### src/rtl/cn_msg_expander.sv
// Check-node message expander: turns compressed min-sum records into DEG
// offset-corrected sign-magnitude messages, one per accepted beat, in edge order.
module cn_msg_expander #(
    parameter int MAG_W  = 5,
    parameter int DEG    = 8,
    parameter int IDX_W  = 3,
    parameter int OFFSET = 1
) (
    input  logic             clk,
    input  logic             rst_n,
    input  logic             in_valid,
    output logic             in_ready,
    input  logic [MAG_W-1:0] in_min1,
    input  logic [MAG_W-1:0] in_min2,
    input  logic [IDX_W-1:0] in_idx,
    input  logic [DEG-1:0]   in_signs,
    output logic             out_valid,
    input  logic             out_ready,
    output logic [MAG_W:0]   out_msg,
    output logic [IDX_W-1:0] out_edge,
    output logic             out_last,
    output logic             err_idx,
    output logic             dbg_state
);

    // Handshakes: a transfer happens on a rising edge where valid && ready;
    // valid never waits on ready, and payload is held while valid && !ready.

    typedef enum logic {IDLE = 1'b0, EMIT = 1'b1} state_t;

    state_t           state;
    logic [MAG_W-1:0] min1_q  [2];
    logic [MAG_W-1:0] min2_q  [2];
    logic [IDX_W-1:0] idx_q   [2];
    logic [DEG-1:0]   signs_q [2];
    logic             tsign_q [2];
    logic             rd_ptr;
    logic             wr_ptr;
    logic [1:0]       count;
    logic [1:0]       count_nxt;
    logic [IDX_W-1:0] e;

    logic             push;
    logic             fire;
    logic             edge_last;
    logic             pop;
    logic [MAG_W-1:0] raw;
    logic [MAG_W-1:0] mag;
    logic             sign;

    // in_ready depends only on the registered count: no pass-through when full.
    assign in_ready  = (count != 2'd2);
    assign push      = in_valid && in_ready;
    assign out_valid = (state == EMIT);
    assign fire      = out_valid && out_ready;
    assign edge_last = (e == IDX_W'(DEG - 1));
    assign pop       = fire && edge_last;
    assign dbg_state = (state == EMIT);

    always_comb begin
        count_nxt = count;
        case ({push, pop})
            2'b10:   count_nxt = count + 2'd1;
            2'b01:   count_nxt = count - 2'd1;
            default: count_nxt = count;
        endcase
    end

    // An out-of-range idx never matches e, so every edge falls back to min1.
    always_comb begin
        raw      = (e == idx_q[rd_ptr]) ? min2_q[rd_ptr] : min1_q[rd_ptr];
        mag      = (raw > MAG_W'(OFFSET)) ? raw - MAG_W'(OFFSET) : '0;
        sign     = (mag != '0) && (tsign_q[rd_ptr] ^ signs_q[rd_ptr][e]);
        out_msg  = '0;
        out_edge = '0;
        out_last = 1'b0;
        if (out_valid) begin
            out_msg  = {sign, mag};
            out_edge = e;
            out_last = edge_last;
        end
    end

    always_ff @(posedge clk) begin
        if (!rst_n) begin
            state   <= IDLE;
            count   <= 2'd0;
            e       <= '0;
            rd_ptr  <= 1'b0;
            wr_ptr  <= 1'b0;
            err_idx <= 1'b0;
        end else begin
            if (push) begin
                min1_q[wr_ptr]  <= in_min1;
                min2_q[wr_ptr]  <= in_min2;
                idx_q[wr_ptr]   <= in_idx;
                signs_q[wr_ptr] <= in_signs;
                tsign_q[wr_ptr] <= ^in_signs;
                wr_ptr          <= ~wr_ptr;
                if (int'(in_idx) >= DEG)
                    err_idx <= 1'b1;
            end
            if (fire)
                e <= edge_last ? '0 : e + 1'b1;
            if (pop)
                rd_ptr <= ~rd_ptr;
            count <= count_nxt;
            state <= (count_nxt != 2'd0) ? EMIT : IDLE;
        end
    end

endmodule

### config.mk
export PLATFORM = sky130hd
export DESIGN_NAME = cn_msg_expander
export DESIGN_NICKNAME = d
export VERILOG_FILES = /design/src/rtl/cn_msg_expander.sv
export SDC_FILE = /design/constraint.sdc
export NUM_CORES = 1
export LEC_CHECK = 0
export ABC_CLOCK_PERIOD_IN_PS = 2620
export CAP_MARGIN = 20
export CORE_ASPECT_RATIO = 2
export CORE_MARGIN = 2
export CORE_UTILIZATION = 37
export DETAILED_ROUTE_END_ITERATION = 16
export DONT_BUFFER_PORTS = 1
export HOLD_SLACK_MARGIN = 0.05
export MAX_ROUTING_LAYER = met4
export PLACE_DENSITY = 0.62
export SKIP_CTS_REPAIR_TIMING = 1
export SYNTH_ARGS = -nofsm -noshare
export SYNTH_HDL_FRONTEND = slang
export SYNTH_SLANG_ARGS = --single-unit
### constraint.sdc
create_clock -name clk -period 2.62 [get_ports clk]
set_input_delay 0.262 -clock clk [delete_from_list [all_inputs] [get_ports clk]]
set_output_delay 0.262 -clock clk [all_outputs]
set_load 0.03 [all_outputs]
==> reports/results.txt <==
Met3 routed WL = 259 um
Switching power = 0.413 mW
DRT iter0 DRCs = 60
Clock Tree Buf Depth = 2
Clock share of power = 34.0%
Outcome = completed
Synth warn = 0
Vias in the first global route = 1327
Routed vias = 1229
Global-route wire length before repair = 6370 um
Synth cell types = 33
Die W = 60.1 um
HPWL after DPL = 3090 um
Most common cell after layout, fill and taps aside = edfxtp_1
WL/cell = 16.4 um
Cell Pwr Density = 686 nW/um^2
CP Launch Type = flop
Grt ovf = 0
Commonest non-fill, non-tap cells in the layout = edfxtp_1 (44), mux2i_1 (13), buf_4 (11), xnor2_1 (10)
RSZ-0062 raised after global routing = no
Core area = 6060 sq um
Layout cells sized above 1 = 19.0%
DR pass1 iterations = 4
Seq pwr share = 54.2%
Starting Density = 38.4%
P_leak = 0.875 nW
Comb power frac = 11.8%
Crit path required time = 2360 ps
Total global routing track utilization = 13.2%
Worst setup margin = 98.6 ps
Final Critical Period = 2520 ps
Post-synth top area cell = edfxtp_1
Synth area leaders = edfxtp_1 (57%), dfxtp_1 (7.8%), mux4_2 (6.8%)
CTS tree = done
Syn_nets = 178
Post-synthesis async set-or-reset flop share = 0%
ANT nets after route = 0
Switching Share = 22.7%
Top Metal Used = met4
Worst vdd ir = 0.000419 V
Sinks on Clock Net = 53
Finish-stage setup viols = 0
Crit. End Element = output port
Post-Synthesis Cell Area = 2320 sq um
Fin util = 43.7%
Setup TNS = 0 ps
Insertion delay to the later sink of the worst-skew pair = 290 ps
Std cell rows = 40
Yosys reg bits = 53
Layout Skew = 5.70 ps
Pint = 1.40 mW
Fin Hold WS = 66.2 ps
Layout net count = 190
Met1 WL = 1350 um
Post-synth top flop = edfxtp_1
Initial antenna violation count = 0
Crit Path Class = flop to output port
H-tree levels = 2
Final Wtd Congestion = 0.747
Mapped Cells = 150
# DRC = 0
Worst min path class = input pin to flop
Syn Area/Cell = 15.5 sq um
Tcrit/Tclk final = 96.2%
Worst-path clk slew = 70 ps
IO buf count = 0
CP Max Fanout = 7
DP Worst Slack = 122 ps
Routed wire length = 4050 um
Fin. max-slew vios = 0
Max Clk Rate = 397 MHz
Layout Area Growth over Synthesis = 13.8%
Register area share after synthesis = 64.6%
Io pins = 39
Power, Total = 1.82 mW
Inserted Diodes = 0
Share of the synthesized area in the top cell type = 56.8%
CP Data Arrival Time = 2260 ps
Largest net degree at the start of global routing = 23
Clk Tree Root Cell = clkbuf_16
Flip-flop and latch area = 1510 sq um
Number of enable flip-flop cells after synthesis = 44
Area occupied by multi-input gates = 796 sq um
TritonCTS Buffers = 5
Final hold viol count = 0
Die area = 6970 sq um
Fillcell total = 552
Chip height = 116 um
Met2 wire len = 2340 um
Maxcap violations = 0
Via density per instance = 4.98
per-stage QoR:
| stage | instance area, sq um | cells |
|---|---|---|
| finish | 2650 | 247 |
| global route | 2650 | 247 |
| CTS | 2620 | 245 |
| detailed placement | 2480 | 237 |
| global placement | 2480 | 237 |
| floorplan | 2330 | 150 |
Yosys cell counts (all sizes together) (4+ instances only):
cell type / instances
and2: 7
mux4: 7
edfxtp: 44
xnor2: 10
mux2i: 14
buf: 5
o21ai: 4
nand2: 8
dfxtp: 9
xor2: 6
logic make-up (layout without fill, tap and decap cells):
kind of cell / after synthesis / count (layout) / share of synthesized area (%)
muxes: 23 / 23 / 13.8
adders and majority gates: 3 / 3 / 1.61
xor gates and xnor gates: 16 / 16 / 6.03
buffers and inverters: 7 / 20 / 1.88
AOI/OAI and AO/OA: 13 / 13 / 3.77
other: 1 / 1 / 0.161
DFF: 53 / 53 / 64.6
and+or+nand+nor: 34 / 34 / 8.18
layout make-up:
class	count	area share, %
Sequential cell	53	56.9
Multi-Input combinational cell	90	30.1
Clock buffer	7	5.01
Tap cell	84	3.97
Timing Repair Buffer	12	3.88
Clock inverter	1	0.189
power by group through the flow:
stage	sequential (mW)	combinational (mW)	clock (mW)
floorplan	1.00	0.161	0
detailed placement	1.01	0.213	0
global placement	1.00	0.206	0
CTS	0.987	0.214	0.633
global route	0.989	0.232	0.666
finish	0.985	0.214	0.618
worst paths after layout:
kind / from / endpoint / slack (ps) / depth (start not counted)
max reg2reg: e[0] / dbg_state / 370 / 7
min reg2reg: count[1] / count[1] / 540 / 2
max: flop / out_msg[5] / 100 / 6
min: in_min1[1] / min1_q[0][1] / 70 / 0
sequential cells by signal (all words and copies together), names as in the netlist, named ones only:
name and flops:
signs_q 16, min1_q 10, min2_q 10, idx_q 6, e 3, count 2, tsign_q 2, dbg_state 1
rd_ptr 1, wr_ptr 1
worst max-delay path, cell delays in order (launching register included):
cell     delay (ps)
dfxtp_4         400
buf_4           160
mux4_2          490
mux4_2          480
xor2_1          180
nor2_1          100
buf_4           170
metal layers:
metal  up-vias  track usage, %
li1        584               -
met1       603            11.7
met2        35            23.8
met3         7            4.32
met4         0            6.67
met5         -               -
No activity file was read; power rests on OpenSTA's default activity.
